[config.mk]
export PLATFORM = sky130hd
export DESIGN_NAME = alu_issue_stage
export DESIGN_NICKNAME = d
export VERILOG_FILES = /design/src/rtl/alu_issue_stage.sv
export SDC_FILE = /design/constraint.sdc
export NUM_CORES = 1
export LEC_CHECK = 0
export BUFFER_PORTS_ARGS = -buffer_cell sky130_fd_sc_hd__buf_2
export CELL_PAD_IN_SITES_DETAIL_PLACEMENT = 0
export CELL_PAD_IN_SITES_GLOBAL_PLACEMENT = 1
export CORE_ASPECT_RATIO = 1.2
export CORE_MARGIN = 2
export CORE_UTILIZATION = 38
export CTS_CLUSTER_SIZE = 28
export DETAILED_ROUTE_END_ITERATION = 8
export GPL_TIMING_DRIVEN = 1
export PLACE_DENSITY = 0.85
export SYNTH_ARGS = -nofsm -noshare
export SYNTH_HDL_FRONTEND = slang
export SYNTH_SLANG_ARGS = --single-unit
[constraint.sdc]
create_clock -name i_clk -period 2.68 [get_ports i_clk]
set_clock_uncertainty 0.15 [all_clocks]
set_input_delay 0.536 -clock i_clk [delete_from_list [all_inputs] [get_ports i_clk]]
set_output_delay 0.536 -clock i_clk [all_outputs]
set_load 0.03 [all_outputs]
[src/rtl/alu_issue_stage.sv]
// alu_issue_stage
//   Decode-and-issue stage for RV32I OP / OP-IMM instructions. An accepted
//   instruction is decoded into an ALU function and two operands held in the
//   decode register (D), which drives an external combinational ALU. The ALU
//   result is captured in the writeback register (W) together with rd and an
//   illegal flag, and offered downstream.
//
// Ports
//   i_clk, i_rst_n                  clock, async active-low reset
//   i_valid / o_ready               upstream instruction handshake
//   i_instr, i_rs1_data, i_rs2_data instruction word and register operands
//   o_alu_funct/op_a/op_b           registered ALU controls (from D)
//   i_alu_result                    combinational ALU result for o_alu_*
//   o_wb_valid / i_wb_ready         downstream writeback handshake
//   o_wb_rd, o_wb_data, o_wb_illegal writeback entry (from W)

package multicore_pkg;
    localparam int DATA_SIZE = 32;

    typedef enum logic [3:0] {
        ALU_ADD  = 4'd0,
        ALU_SUB  = 4'd1,
        ALU_SLL  = 4'd2,
        ALU_SLT  = 4'd3,
        ALU_SLTU = 4'd4,
        ALU_XOR  = 4'd5,
        ALU_SRL  = 4'd6,
        ALU_SRA  = 4'd7,
        ALU_OR   = 4'd8,
        ALU_AND  = 4'd9
    } t_aluop;
endpackage

module alu_issue_stage
    import multicore_pkg::*;
#(
    parameter int DATA_SIZE = multicore_pkg::DATA_SIZE
) (
    input  logic                 i_clk,
    input  logic                 i_rst_n,
    input  logic                 i_valid,
    output logic                 o_ready,
    input  logic [31:0]          i_instr,
    input  logic [DATA_SIZE-1:0] i_rs1_data,
    input  logic [DATA_SIZE-1:0] i_rs2_data,
    output t_aluop               o_alu_funct,
    output logic [DATA_SIZE-1:0] o_alu_op_a,
    output logic [DATA_SIZE-1:0] o_alu_op_b,
    input  logic [DATA_SIZE-1:0] i_alu_result,
    output logic                 o_wb_valid,
    input  logic                 i_wb_ready,
    output logic [4:0]           o_wb_rd,
    output logic [DATA_SIZE-1:0] o_wb_data,
    output logic                 o_wb_illegal
);

    localparam logic [6:0] OPC_OP     = 7'b0110011;
    localparam logic [6:0] OPC_OP_IMM = 7'b0010011;
    localparam logic [6:0] F7_BASE    = 7'b0000000;
    localparam logic [6:0] F7_ALT     = 7'b0100000;

    // Instruction fields
    logic [6:0] opcode;
    logic [2:0] funct3;
    logic [6:0] funct7;
    assign opcode = i_instr[6:0];
    assign funct3 = i_instr[14:12];
    assign funct7 = i_instr[31:25];

    // rs1 index field is not needed: operand values arrive pre-read.
    logic unused_rs1_idx;
    assign unused_rs1_idx = ^i_instr[19:15];

    logic [DATA_SIZE-1:0] imm_sext, shamt_imm, shamt_rs2;
    assign imm_sext  = {{(DATA_SIZE-12){i_instr[31]}}, i_instr[31:20]};
    assign shamt_imm = {{(DATA_SIZE-5){1'b0}}, i_instr[24:20]};
    assign shamt_rs2 = {{(DATA_SIZE-5){1'b0}}, i_rs2_data[4:0]};

    // Decode
    t_aluop               dec_funct;
    logic [DATA_SIZE-1:0] dec_op_a, dec_op_b;
    logic                 dec_illegal;
    logic [4:0]           dec_rd;

    always_comb begin
        dec_funct   = ALU_ADD;
        dec_op_a    = i_rs1_data;
        dec_op_b    = i_rs2_data;
        dec_illegal = 1'b0;
        case (opcode)
            OPC_OP: begin
                if (funct7 == F7_BASE) begin
                    case (funct3)
                        3'b000: dec_funct = ALU_ADD;
                        3'b001: dec_funct = ALU_SLL;
                        3'b010: dec_funct = ALU_SLT;
                        3'b011: dec_funct = ALU_SLTU;
                        3'b100: dec_funct = ALU_XOR;
                        3'b101: dec_funct = ALU_SRL;
                        3'b110: dec_funct = ALU_OR;
                        3'b111: dec_funct = ALU_AND;
                    endcase
                end else if (funct7 == F7_ALT && funct3 == 3'b000) begin
                    dec_funct = ALU_SUB;
                end else if (funct7 == F7_ALT && funct3 == 3'b101) begin
                    dec_funct = ALU_SRA;
                end else begin
                    dec_illegal = 1'b1;
                end
                // Register shifts only use the low 5 bits of rs2.
                if (funct3 == 3'b001 || funct3 == 3'b101)
                    dec_op_b = shamt_rs2;
            end
            OPC_OP_IMM: begin
                dec_op_b = imm_sext;
                case (funct3)
                    3'b000: dec_funct = ALU_ADD;
                    3'b010: dec_funct = ALU_SLT;
                    3'b011: dec_funct = ALU_SLTU;
                    3'b100: dec_funct = ALU_XOR;
                    3'b110: dec_funct = ALU_OR;
                    3'b111: dec_funct = ALU_AND;
                    3'b001: begin
                        dec_funct = ALU_SLL;
                        dec_op_b  = shamt_imm;
                        if (funct7 != F7_BASE) dec_illegal = 1'b1;
                    end
                    3'b101: begin
                        dec_op_b = shamt_imm;
                        if (funct7 == F7_BASE)     dec_funct = ALU_SRL;
                        else if (funct7 == F7_ALT) dec_funct = ALU_SRA;
                        else                       dec_illegal = 1'b1;
                    end
                endcase
            end
            default: dec_illegal = 1'b1;
        endcase
        // Illegal entries become a harmless ADD 0,0 so the ALU output is benign.
        if (dec_illegal) begin
            dec_funct = ALU_ADD;
            dec_op_a  = '0;
            dec_op_b  = '0;
        end
    end

    assign dec_rd = dec_illegal ? 5'd0 : i_instr[11:7];

    // Pipeline control
    logic       d_valid;
    logic [4:0] d_rd;
    logic       d_illegal;
    logic       w_adv, d_adv, accept;

    assign w_adv   = !o_wb_valid || i_wb_ready;
    assign d_adv   = d_valid && w_adv;
    assign o_ready = !d_valid || w_adv;
    assign accept  = i_valid && o_ready;

    // D stage
    always_ff @(posedge i_clk or negedge i_rst_n) begin
        if (!i_rst_n) begin
            d_valid     <= 1'b0;
            d_rd        <= 5'd0;
            d_illegal   <= 1'b0;
            o_alu_funct <= ALU_ADD;
            o_alu_op_a  <= '0;
            o_alu_op_b  <= '0;
        end else begin
            if (accept) begin
                d_valid     <= 1'b1;
                d_rd        <= dec_rd;
                d_illegal   <= dec_illegal;
                o_alu_funct <= dec_funct;
                o_alu_op_a  <= dec_op_a;
                o_alu_op_b  <= dec_op_b;
            end else if (d_adv) begin
                d_valid <= 1'b0;
            end
        end
    end

    // W stage: x0 writes always carry zero data.
    always_ff @(posedge i_clk or negedge i_rst_n) begin
        if (!i_rst_n) begin
            o_wb_valid   <= 1'b0;
            o_wb_rd      <= 5'd0;
            o_wb_data    <= '0;
            o_wb_illegal <= 1'b0;
        end else if (w_adv) begin
            o_wb_valid <= d_valid;
            if (d_valid) begin
                o_wb_rd      <= d_rd;
                o_wb_data    <= (d_rd == 5'd0) ? '0 : i_alu_result;
                o_wb_illegal <= d_illegal;
            end
        end
    end

endmodule

==> metrics.cfg, run 1 <==
[setup_path]
end_kind=flop
cp_top_family=compound AO/OA/AOI/OAI gates
path_cells=buf_2, or4_4, o311ai_4, o2111a_2, buf_12, a22o_1
r2r-end=d_rd[1]
setup.worst_path.start_class=primary input
reg2reg_depth=5
endpoint=d_rd[1]
cp_max_fo=40
worstPathArrival_ps=2310
slowest_delay_ps=600
r2r-start=o_wb_valid
path_class=in2reg
cp_slowest_cell=or4_4
worstPathRequired_ps=2860
startpoint=i_instr[25]
regToRegSetupSlack_ps=950
cp_num_cells=6
cp_num_buf_inv=2

[die]
initial_core_util_pct=38.98
io_pins=240
die_area_um2=14590
die_h_um=131.9
rows=46
core_area_um2=13300
die_w_um=110.6

[global_route]
grt_overflow_total=0
grtUsageTotal_pct=19.99
grt_pass1_wl_um=23650
grt_max_degree=49
antenna_found_initial=0
grt_pass1_vias=4657

[yosys]
ys_warn_count=0
syn_avg_cell_area_um2=12.14
yosysUniqueCellTypes=44
synth-edff-count=0
syn_area_um2=5182
async_flop_share_pct=100.0
yosysSeqAreaShare_pct=55.05
synth_top_area_share_pct=55.05
postSynthCellCount=427
yosys_register_bits=114
ys.flop_type=dfrtp_1
yosysTopAreaCell=dfrtp_1
synth.top_cells.by_area=dfrtp_1 55%, a22o_1 12%, o21ai_2 5.1%
syn-num-nets=563

[sta]
setup_tns_ps=0
relSlewSlack_pct=61.62
final_max_slew_viol_count=0
setup_violations=0
rsz0062_at_grt=false
period_minus_slack_ps=2131
fmax_ghz=0.4692
final.period_utilization_pct=79.53
hold_violations=0
worst_pin_slew_ps=570.5

[routing]
first_pass_iters=4
drt_iter0_markers=264
drt-vias-per-instance=5.352
drc=0
vias=4501
drt-total-wl_um=14390
avgRoutedWirePerCell_um=17.11
drtAntennaViolNets=0

[cts]
cts_setup_buffers=0
cts_num_sinks=114
cts.path.max_buffers=2
root_buffer=clkbuf_16
ctsResizeCount=0
clk_latency_ps=400
path_clk_slew_ps=60
tritoncts=yes
numCtsBuffers=17
postCtsHoldBufs=1
htreeDepth=4

[placed_design]
port_buffers=234
gp_congestion=0.8176
hpwlAfterDp_um=10300

[finish]
nets=796
synthToLayoutAreaGrowth_pct=37.69
num_antenna_cells=0
post_route_cells_drive_above_1_share_pct=48.44

[worst_hold_path]
hold_path.class=in2reg

[flow_run]
max_cap_violations=0

[power_and_ir_drop]
vdd_ir_drop_max_v=0.0003250
power_mw=4.343
power.density_nw_per_um2=608.6
p_leak_nw=3.783

[run_status]
outcome=completed

cell usage after synthesis, types with 3 or more instances:
cell,count
nor3_1,3
a22oi_1,22
clkbuf_1,27
dfrtp_1,114
nand2_1,37
o21ai_1,4
o21ai_2,30
a32oi_1,7
nor2_1,9
mux2_1,6
mux2i_1,6
buf_1,3
a22o_1,70
nand3_1,3
nand2b_1,4
ha_1,4
inv_1,3
a2bb2oi_1,27
buf_6,8
nor2b_1,8
and2_1,3
layer usage:
| layer | global-route usage (%) | up-vias | share of wire, % |
|---|---|---|---|
| met5 | 0 | - | 0 |
| li1 | - | 2102 | - |
| met2 | 34.08 | 165 | 52 |
| met4 | 7.222 | 0 | 2.1 |
| met1 | 24.78 | 2211 | 41 |
| met3 | 4.782 | 23 | 5.0 |
registers in the layout (all words and copies together) (netlist names):
register / flops
d_valid: 1
d_illegal: 1
d_rd: 5
o_alu_funct: 4
o_wb_rd: 5
o_wb_illegal: 1
o_alu_op_b: 32
o_wb_data: 32
o_alu_op_a: 32
o_wb_valid: 1
how the worst min path moves through the flow:
| stage | cells past startpoint | start | slack [ps] | endpoint |
|---|---|---|---|---|
| 3_3_place_gp | 2 | o_alu_op_b[14] | 310 | o_alu_op_b[14] |
| 5_1_grt | 2 | i_alu_result[9] | 180 | o_wb_data[9] |
| 6_report | 2 | i_rs1_data[1] | 190 | o_alu_op_a[1] |
| 3_5_place_dp | 2 | o_alu_funct[1] | 310 | o_alu_funct[1] |
| 4_1_cts | 2 | i_rs1_data[5] | 180 | o_alu_op_a[5] |
| 2_1_floorplan | 0 | i_rst_n | 90 | d_illegal |
stage by stage:
stage	area, um2	utilization (%)	worst slack [ps]	std cells	hold slack, ps
6_report	7136	53.67	548.7	841	192.4
5_1_grt	7136	53.67	507.5	841	178.3
4_1_cts	7136	53.67	572.9	841	176.1
3_5_place_dp	6541	49.20	147.4	808	311.4
3_3_place_gp	6541	49.20	202.5	808	307.0
2_1_floorplan	5182	-	377.8	427	90.41
logic make-up after synthesis:
| family | count (synthesis) | share of synthesized area (%) |
|---|---|---|
| AO/OA/AOI/OAI | 177 | 29.77 |
| adder cells (fa/ha/maj) | 4 | 0.9658 |
| flip-flops | 114 | 55.05 |
| AND/OR/NAND/NOR | 79 | 7.629 |
| multiplexers | 12 | 2.463 |
| buffers and inverters | 41 | 4.129 |
cell type report:
class                   count  area [um2]
clock inverters            15       158.9
repair buffers            252        1349
clock buffers              17       425.4
inverters                   3       11.26
well taps                 168       210.2
multi-input cells         272        2128
flip-flops and latches    114        2853
fillers                  1154        6160
layout by cell type (no fill, tap or decap), types with 2 or more instances in the layout:
cell,n
buf_2,233
dfrtp_1,114
a22o_1,70
nand2_1,36
o21ai_2,30
a2bb2oi_1,27
a22oi_1,22
clkbuf_16,17
buf_4,15
nor2_1,9
nor2b_1,8
a32oi_1,7
mux2i_1,6
mux2_1,6
nand2b_1,4
o21ai_1,4
ha_1,4
clkinv_4,4
inv_1,3
and2_1,3
nor3_1,3
nand3_1,3
clkinv_2,3
inv_6,3
clkinvlp_4,3
buf_12,3
nand4b_1,2
a21boi_0,2
or3b_2,2
o31ai_1,2
a2bb2oi_2,2
bufinv_16,2
report_power, final:
group	internal [mW]	total [mW]	switching (mW)	leakage, nW
registers	1.74	1.75	0.00826	1.57
clock network	1.37	2.19	0.821	0.280
logic	0.164	0.402	0.238	1.93
total	3.28	4.34	1.07	3.78
Power figures use the tool's default switching activity.
==> run 2: changes to the inputs <==
- CORE_UTILIZATION: 38 -> 32
- PLACE_DENSITY: 0.85 -> 0.76
- clock period: 2.68 -> 1.78 ns (I/O delays scaled with it)
==> metrics.cfg, run 2 (same netlist as run 1, synthesis figures left out) <==
[global_route]
grt_overflow_total=0  ; unchanged
grtUsageTotal_pct=18.65  ; -1.3 points
grt_max_degree=49  ; unchanged
antenna_found_initial=1  ; +1
grt_pass1_wl_um=25090  ; +6.1%
grt_pass1_vias=4667  ; +0.21%

[setup_path]
cp_slowest_cell=or4_4
end_kind=flop
path_class=in2reg
worstPathRequired_ps=1960  ; -900 ps
cp_max_fo=10  ; -75%
path_cells=buf_6, or4_4, o311ai_4, o2111a_2, buf_12, buf_16, a2bb2oi_2
cp_top_family=compound AO/OA/AOI/OAI gates
worstPathArrival_ps=1980  ; -330 ps
setup.worst_path.start_class=primary input
slowest_delay_ps=570  ; -30 ps
regToRegSetupSlack_ps=110  ; -840 ps
cp_num_buf_inv=3  ; +1

[routing]
drtAntennaViolNets=0  ; unchanged
avgRoutedWirePerCell_um=17.62  ; +3.0%
first_pass_iters=6  ; +2
drt-total-wl_um=16070  ; +12%
vias=4617  ; +2.6%
drt_iter0_markers=170  ; -36%
drt-vias-per-instance=5.063  ; -5.4%
drc=0  ; unchanged

[placed_design]
gp_congestion=0.8292  ; +1.4%
hpwlAfterDp_um=11500  ; +12%
dp.cells=870  ; +7.7%
pre_cts_ws_ps=-463.1  ; -610.5 ps
port_buffers=234  ; unchanged
placed_area_um2=6832  ; +4.4%

[power_and_ir_drop]
power.density_nw_per_um2=881.4  ; +45%
p_leak_nw=3.992  ; +5.5%
power_mw=6.681  ; +54%
vdd_ir_drop_max_v=0.0005992  ; +84%

[cts]
numCtsBuffers=17  ; unchanged
clk_latency_ps=400  ; about the same
cts_num_sinks=114  ; unchanged
tritoncts=yes
root_buffer=clkbuf_16
cts.path.max_buffers=2  ; unchanged
path_clk_slew_ps=60  ; about the same
htreeDepth=4  ; unchanged

[run_status]
outcome=finished with violations
violations=setup timing

[finish]
fillers=1454  ; +26%
design_area_um2=7580  ; +6.2%
synthToLayoutAreaGrowth_pct=46.26
final_cells=912  ; +8.4%
num_antenna_cells=0  ; unchanged
multiInputGateArea_um2=2131  ; +0.12%
nets=827  ; +3.9%
mostFrequentLayoutCells=231 x buf_2, 114 x dfrtp_1, 70 x a22o_1
seq_area_um2=2853  ; unchanged
post_route_cells_drive_above_1_share_pct=50.43  ; +2.0 points
final_util_pct=48.27  ; -5.4 points
reg_top3=o_alu_op_a: 32 flops, o_alu_op_b: 32 flops, o_wb_data: 32 flops
mostFrequentLayoutCell=buf_2

[worst_hold_path]
hold_path.class=in2reg

[flow_run]
max_cap_violations=0  ; unchanged

[sta]
hold_violations=0  ; unchanged
relSlewSlack_pct=64.18  ; +2.6 points
setup_violations=14  ; +14
rsz0062_at_grt=true
whs_ps=17.69  ; -174.7 ps
setup_tns_ps=-61.71  ; -61.71 ps
final_max_slew_viol_count=0  ; unchanged
worst_pin_slew_ps=537.2  ; -33.22 ps
fmax_ghz=0.5560
period_minus_slack_ps=1798
final.period_utilization_pct=101.0
setup_slack_ps=-18.48  ; -567.2 ps

[die]
core_area_um2=15700  ; +18%
io_pins=240  ; unchanged
die_h_um=143.4  ; +8.7%
initial_core_util_pct=33.00  ; -6.0 points
die_w_um=120.2  ; +8.6%
die_area_um2=17230  ; +18%
rows=50  ; +8.7%

[run 2: final timing paths]
check | startpoint | cells after the start | to
min | i_rs1_data[10] | 2 | o_alu_op_a[10]
min in group asynchronous | i_rst_n | 2 | o_wb_data[2]
max in group asynchronous | i_rst_n | 3 | o_alu_op_b[14]
max reg2reg | o_wb_valid | 6 | o_alu_op_a[4]
max | i_instr[25] | 7 | o_alu_funct[0]
min reg2reg | o_alu_op_b[29] | 2 | o_alu_op_b[29]
[run 2: cell type report]
class                      instances  share of cell area [%]
sequential                       114                   37.64
clock buffer                      18                   5.794
timing repair buffer             283                   22.86
multi-input combinational        272                   28.11
tap                              208                   3.433
inverter                           3                  0.1486
clock inverter                    14                   2.014
[run 2: what timing repair did]
| action | in CTS | in global routing |
|---|---|---|
| hold buffers | 4 | 0 |
| pin swaps | 0 | 2 |
| hold endpoints to repair | 39 | 0 |
| gates resized for setup | 4 | 4 |
| gates cloned | 2 | 0 |
| endpoints found under the setup margin | 40 | 26 |
| buffers inserted | 3 | 1 |
[run 2: report_power, final]
group	switching [mW]	total [mW]	internal [mW]
clock	1.25	3.37	2.12
sequential	0.0125	2.63	2.62
combinational	0.383	0.687	0.303
[run 2: per-layer routing]
layer | vias to the layer above | GRT usage, % | share of wire (%)
met4 | 0 | 5.759 | 1.4
met1 | 2255 | 23.18 | 42
met2 | 183 | 31.97 | 50
li1 | 2166 | - | -
met3 | 13 | 4.603 | 6.4
met5 | - | 0 | 0
